File: config.mk
export PLATFORM = sky130hd
export DESIGN_NAME = amf_output_stage
export DESIGN_NICKNAME = d
export VERILOG_FILES = /design/src/rtl/amf_pkg.sv /design/src/rtl/amf_level_encoder.sv /design/src/rtl/amf_output_stage.sv
export SDC_FILE = /design/constraint.sdc
export NUM_CORES = 1
export LEC_CHECK = 0
export ABC_AREA = 1
export ABC_CLOCK_PERIOD_IN_PS = 4200
export BUFFER_PORTS_ARGS = -buffer_cell sky130_fd_sc_hd__buf_4
export CORE_MARGIN = 8
export CORE_UTILIZATION = 40
export CTS_CLUSTER_SIZE = 30
export DETAILED_ROUTE_END_ITERATION = 16
export PLACE_DENSITY = 0.69
export SYNTH_ARGS = -nofsm -noshare
export SYNTH_HDL_FRONTEND = slang
export SYNTH_HIERARCHICAL = 1
export SYNTH_SLANG_ARGS = --single-unit
export TNS_END_PERCENT = 50
File: constraint.sdc
create_clock -name clk -period 4.2 [get_ports clk]
set_input_delay 0.84 -clock clk [delete_from_list [all_inputs] [get_ports clk]]
set_output_delay 0.84 -clock clk [all_outputs]
set_load 0.01 [all_outputs]
File: src/rtl/amf_pkg.sv
// amf_pkg: shared definitions for the adaptive median filter output stage.
//   - mode encodings for the filter mode input
//   - amf_level_w(): width of a window-level index, max(1, clog2(levels))
package amf_pkg;

  localparam logic [1:0] AMF_MODE_ADAPT  = 2'b00;
  localparam logic [1:0] AMF_MODE_BYPASS = 2'b01;
  localparam logic [1:0] AMF_MODE_FIXED  = 2'b10;
  localparam logic [1:0] AMF_MODE_RSVD   = 2'b11;

  function automatic int amf_level_w(input int num_levels);
    return (num_levels > 1) ? $clog2(num_levels) : 1;
  endfunction

endpackage

File: src/rtl/amf_level_encoder.sv
// amf_level_encoder: combinational lowest-set-bit priority encoder.
// Ports:
//   a_ok  in  N  per-level "median is not an impulse" flags
//   idx   out W  index of the lowest set bit (0 when none set)
//   found out 1  at least one bit of a_ok is set
module amf_level_encoder #(
  parameter int N = 3,
  parameter int W = 2
) (
  input  logic [N-1:0] a_ok,
  output logic [W-1:0] idx,
  output logic         found
);

  // Walk from the top down so the lowest set bit is the last to win.
  always_comb begin
    idx   = '0;
    found = 1'b0;
    for (int i = N - 1; i >= 0; i--) begin
      if (a_ok[i]) begin
        idx   = W'(i);
        found = 1'b1;
      end
    end
  end

endmodule

File: src/rtl/amf_output_stage.sv
// amf_output_stage: two-stage valid/ready output stage of the adaptive median
// filter. Picks the window level and chooses between the original pixel and
// that level's median, then counts replaced pixels (saturating).
// Ports:
//   clk, rst_n                 clock, synchronous active-low reset
//   in_valid/in_ready          input handshake
//   pix, med, a_ok, b_ok       centre pixel, per-level medians and level flags
//   mode, fix_level            filter mode and level for fixed mode
//   out_valid/out_ready        output handshake
//   out_pix, out_level,        filtered pixel, decision level,
//   out_replaced               median-chosen flag
//   cnt_clr, replaced_cnt      clear and value of the replaced-pixel counter
module amf_output_stage
  import amf_pkg::*;
#(
  parameter int DATA_WIDTH = 8,
  parameter int NUM_LEVELS = 3,
  parameter int CNT_WIDTH  = 16,
  localparam int LEVEL_W   = amf_level_w(NUM_LEVELS)
) (
  input  logic                           clk,
  input  logic                           rst_n,
  input  logic                           in_valid,
  output logic                           in_ready,
  input  logic [DATA_WIDTH-1:0]          pix,
  input  logic [NUM_LEVELS*DATA_WIDTH-1:0] med,
  input  logic [NUM_LEVELS-1:0]          a_ok,
  input  logic [NUM_LEVELS-1:0]          b_ok,
  input  logic [1:0]                     mode,
  input  logic [LEVEL_W-1:0]             fix_level,
  output logic                           out_valid,
  input  logic                           out_ready,
  output logic [DATA_WIDTH-1:0]          out_pix,
  output logic [LEVEL_W-1:0]             out_level,
  output logic                           out_replaced,
  input  logic                           cnt_clr,
  output logic [CNT_WIDTH-1:0]           replaced_cnt
);

  logic [LEVEL_W-1:0]    enc_idx;
  logic                  enc_found;
  logic [LEVEL_W-1:0]    fix_clamped;
  logic [LEVEL_W-1:0]    dec_level;
  logic                  dec_rep;
  logic                  b_sel;
  logic [DATA_WIDTH-1:0] med_sel;

  logic                  s1_valid;
  logic [LEVEL_W-1:0]    s1_level;
  logic [DATA_WIDTH-1:0] s1_pix;
  logic [DATA_WIDTH-1:0] s1_med;
  logic                  s1_rep;
  logic                  s1_adv;
  logic                  in_fire;

  amf_level_encoder #(
    .N (NUM_LEVELS),
    .W (LEVEL_W)
  ) u_enc (
    .a_ok  (a_ok),
    .idx   (enc_idx),
    .found (enc_found)
  );

  always_comb begin
    fix_clamped = fix_level;
    if (int'(fix_level) >= NUM_LEVELS) fix_clamped = LEVEL_W'(NUM_LEVELS - 1);

    b_sel = 1'b0;
    for (int i = 0; i < NUM_LEVELS; i++) begin
      if (enc_idx == LEVEL_W'(i)) b_sel = b_ok[i];
    end

    dec_level = '0;
    dec_rep   = 1'b0;
    case (mode)
      AMF_MODE_ADAPT: begin
        if (enc_found) begin
          dec_level = enc_idx;
          dec_rep   = ~b_sel;
        end else begin
          // No level had a trustworthy median: fall back to the largest window.
          dec_level = LEVEL_W'(NUM_LEVELS - 1);
          dec_rep   = 1'b1;
        end
      end
      AMF_MODE_FIXED: begin
        dec_level = fix_clamped;
        dec_rep   = 1'b1;
      end
      default: begin
        dec_level = '0;
        dec_rep   = 1'b0;
      end
    endcase

    med_sel = '0;
    for (int i = 0; i < NUM_LEVELS; i++) begin
      if (dec_level == LEVEL_W'(i)) med_sel = med[i*DATA_WIDTH +: DATA_WIDTH];
    end
  end

  // Stage 2 (the output register) is the only consumer of stage 1, so stage 1
  // advances whenever the output slot is empty or being drained.
  assign s1_adv   = !out_valid || out_ready;
  assign in_ready = !s1_valid || s1_adv;
  assign in_fire  = in_valid && in_ready;

  always_ff @(posedge clk) begin
    if (!rst_n) begin
      s1_valid     <= 1'b0;
      s1_level     <= '0;
      s1_pix       <= '0;
      s1_med       <= '0;
      s1_rep       <= 1'b0;
      out_valid    <= 1'b0;
      out_pix      <= '0;
      out_level    <= '0;
      out_replaced <= 1'b0;
      replaced_cnt <= '0;
    end else begin
      if (in_fire) begin
        s1_valid <= 1'b1;
        s1_level <= dec_level;
        s1_pix   <= pix;
        s1_med   <= med_sel;
        s1_rep   <= dec_rep;
      end else if (s1_adv) begin
        s1_valid <= 1'b0;
      end

      if (s1_adv) begin
        out_valid <= s1_valid;
        if (s1_valid) begin
          out_pix      <= s1_rep ? s1_med : s1_pix;
          out_level    <= s1_level;
          out_replaced <= s1_rep;
        end
      end

      if (cnt_clr) begin
        replaced_cnt <= '0;
      end else if (out_valid && out_ready && out_replaced && (replaced_cnt != '1)) begin
        replaced_cnt <= replaced_cnt + 1'b1;
      end
    end
  end

endmodule

==> reports/metrics.csv <==
stage,metric,value,unit
synth,most common cell in the netlist,nand2_1,
power_and_ir_drop,VDD IR max,0.201,mV
die,Starting Density,0.411,
synth,#FFs+latches synth,48,
synth,Synth Area per Inst,6.57,um^2
synth,"top cells by area, synth","dfxtp_1 (40%), nand2_1 (13%), a21oi_1 (9.1%), nor2_1 (8.5%), nand3_1 (7.0%)",
timing,max_slew headroom,0.567,
synth,Synth cell types,22,
clocking,postcts setup bufs,0,
final_layout,Storage cell area,961,um^2
global_route,vias in the first global route,2397,
critical_path,Critical Path RT,4.40,ns
detailed_routing,DR vias,2526,
die,# rows,28,
placement,Placer Congestion,0.811,
detailed_routing,Post-route DRC,0,
synth,top post-synthesis cells by count,"nand2_1 (84), nor2_1 (55), dfxtp_1 (48)",
placement,hpwl dp,4.83,mm
global_route,first-pass GRT wire length,10.5,mm
synth,top cell type's share of synthesized area,0.398,
clocking,Clock Pin Slew Worst Setup and Hold Paths,0.09,ns
critical_path,endpoint class of the critical path,register,
synth,asr flop ratio synth,0,
synth,Synth Instances,368,
detailed_routing,drt via density,4.94,
placement,input/output buffers,75,
timing,Final Hold Vio Count,0,
global_route,total gr overflow,0,
final_layout,final core occ,0.523,
final_layout,antenna cell count,0,
timing,Slew Limit Fails,0,
critical_path,slowest CP cell,nor2_2,
detailed_routing,Post-DRT Antenna Nets,0,
synth,"area leader, netlist",dfxtp_1,
timing,final worst path period share,0.524,
min_path,Worst Hold Class,register to register,
timing,measured slew at the worst slew-check pin,0.649,ns
synth,Post-Syn Area,0.00242,mm^2
clocking,Worst-Skew Late Latency,0.30,ns
clocking,cts hold-fix bufs,0,
synth,Syn. warnings,6,
detailed_routing,WL per Instance,12.6,um
die,I/O pins,76,
critical_path,CP arrival,2.41,ns
die,full die area,0.00879,mm^2
detailed_routing,drt pass-1 iters,4,
detailed_routing,Routed WL,6.45,mm
critical_path,Critical Path Start Type,input port,
final_layout,Multi-input gate area,0.00126,mm^2
final_layout,Layout Nets,484,
final_layout,number of fill cells,635,
critical_path,top cell family by delay on the critical path,simple AND/OR/NAND/NOR gates,
outcome,run status,"complete, no violations",
clocking,number of H-tree levels,2,
timing,RSZ-0062 raised after global routing,false,
timing,Tmin final,2.20,ns
final_layout,share of post-route cells with drive strength above 1,0.211,
die,Die X,93.7,um
global_route,GRT Total Usage,0.147,
die,Die Ht,93.7,um
die,Core Box Area,0.00589,mm^2
synth,Post-synth EDFFs,0,
clocking,CTS buffer count,5,
critical_path,CP peak stage delay,0.52,ns
synth,Synth Net Count,416,
power_and_ir_drop,pwr/cell area,289,mW/mm^2
detailed_routing,DRT iter0 DRCs,60,
final_layout,Layout area overhead,27.4,%
synth,sequential cell area fraction in the yosys report,0.398,
clocking,clock sinks,48,
critical_path,"Top cell by count, worst path",nor2_1,
clocking,post-CTS resize count,0,
timing,setup TNS,0,ns
critical_path,critical path peak fanout,18,
global_route,largest net degree at the start of global routing,32,
timing,clk_skew,0.00491,ns
run,total of max-cap violations,0,
global_route,number of antenna violations at the first check in global routing,0,
power_and_ir_drop,Leak Pwr,1.35,nW
critical_path,worst path cell trace,buf_4 -> nor2_1 -> nand2_1 -> nand2_1 -> nor2_1 -> nor2_2 -> inv_1 -> nand3_1 -> nand2_1 -> nor2_1 -> nor2_1,
critical_path,CP bufs+invs,2,
timing,FMAX,454,MHz
clocking,Max clock buf depth,2,
timing,final setup vio count,0,
clocking,TritonCTS clock tree,built,
critical_path,crit path kind,input port to register,
synth,"Top FF cell, synth",dfxtp_1,
clocking,Root Buffer,clkbuf_8,
[logic make-up after synthesis]
kind of cell / count (synthesis) / synth area share
and+or+nand+nor: 184 / 0.314
AOI/OAI and AO/OA: 80 / 0.172
buffers and inverters: 47 / 0.0823
xor gates and xnor gates: 8 / 0.0290
adders and majority gates: 1 / 0.00518
DFF: 48 / 0.398
[worst paths after layout]
path	to	slack, ns	from	cells past startpoint
max	s1_med[0]	2.00	a_ok[1]	11
min	s1_pix[4]	0.46	s1_pix[4]	2
max reg2reg	replaced_cnt[15]	2.11	replaced_cnt[0]	8
min reg2reg	s1_pix[4]	0.46	s1_pix[4]	2
[power by group]
part | internal (W) | switching [W]
clock network | 0.000113 | 0.000156
logic | 0.0000626 | 0.0000682
registers | 0.000477 | 0.0000141
[worst reg2reg max path, stage by stage, from the launching register on]
cell,delay (ns)
dfxtp_1,0.48
ha_1,0.25
nand2_2,0.08
nor2_2,0.16
nand2_2,0.12
o21ai_4,0.44
inv_2,0.24
nand2_1,0.14
a21oi_1,0.07
[placed cells by master, fill, tap and decap left out]
cell type,synthesis,final
a21oi_1,44,44
buf_4,1,75
clkbuf_8,0,5
clkinv_1,1,1
clkinv_2,0,1
clkinvlp_4,0,1
dfxtp_1,48,48
ha_1,1,1
inv_1,30,30
inv_2,2,2
nand2_1,84,84
nand2_2,3,3
nand3_1,34,34
nand4_1,4,4
nor2_1,55,55
nor2_2,3,3
nor3_1,1,1
o21ai_0,34,34
o21ai_2,1,1
o21ai_4,1,1
xnor2_1,2,2
xor2_1,6,6
[state kept, by name (all words and copies together) (netlist names)]
signal / cells
s1_valid: 1
s1_rep: 1
out_level: 2
out_replaced: 1
s1_level: 2
out_valid: 1
s1_med: 8
out_pix: 8
replaced_cnt: 16
s1_pix: 8
[per-stage QoR]
stage	std cells	hold WS, ns	instance area [um^2]	worst slack (ns)	total power [W]
floorplan	368	0.430	2420	2.34	0.000571
global placement	504	0.441	3000	1.75	0.000632
detailed placement	504	0.447	3000	1.70	0.000634
CTS	511	0.460	3080	2.02	0.000897
global route	511	0.472	3080	1.80	0.000941
finish	511	0.459	3080	2.00	0.000892
[cell type report]
cell class | instances | area share
multi-input combinational | 273 | 0.408
clock inverter | 2 | 0.00406
tap | 75 | 0.0305
clock buffer | 5 | 0.0223
timing repair buffer | 75 | 0.183
sequential | 48 | 0.312
inverter | 33 | 0.0402
[per-layer routing]
metal  wire (um)  global-route usage  part of all wire  vias up
met4          37              0.0317            0.0057        0
met1        2670               0.149              0.41     1146
met3         406              0.0576             0.063        5
met5           0                   0                 0        -
met2        3340               0.274              0.52       50
li1            -                   -                 -     1325
Note: power is estimated with default switching activity, not from simulation.
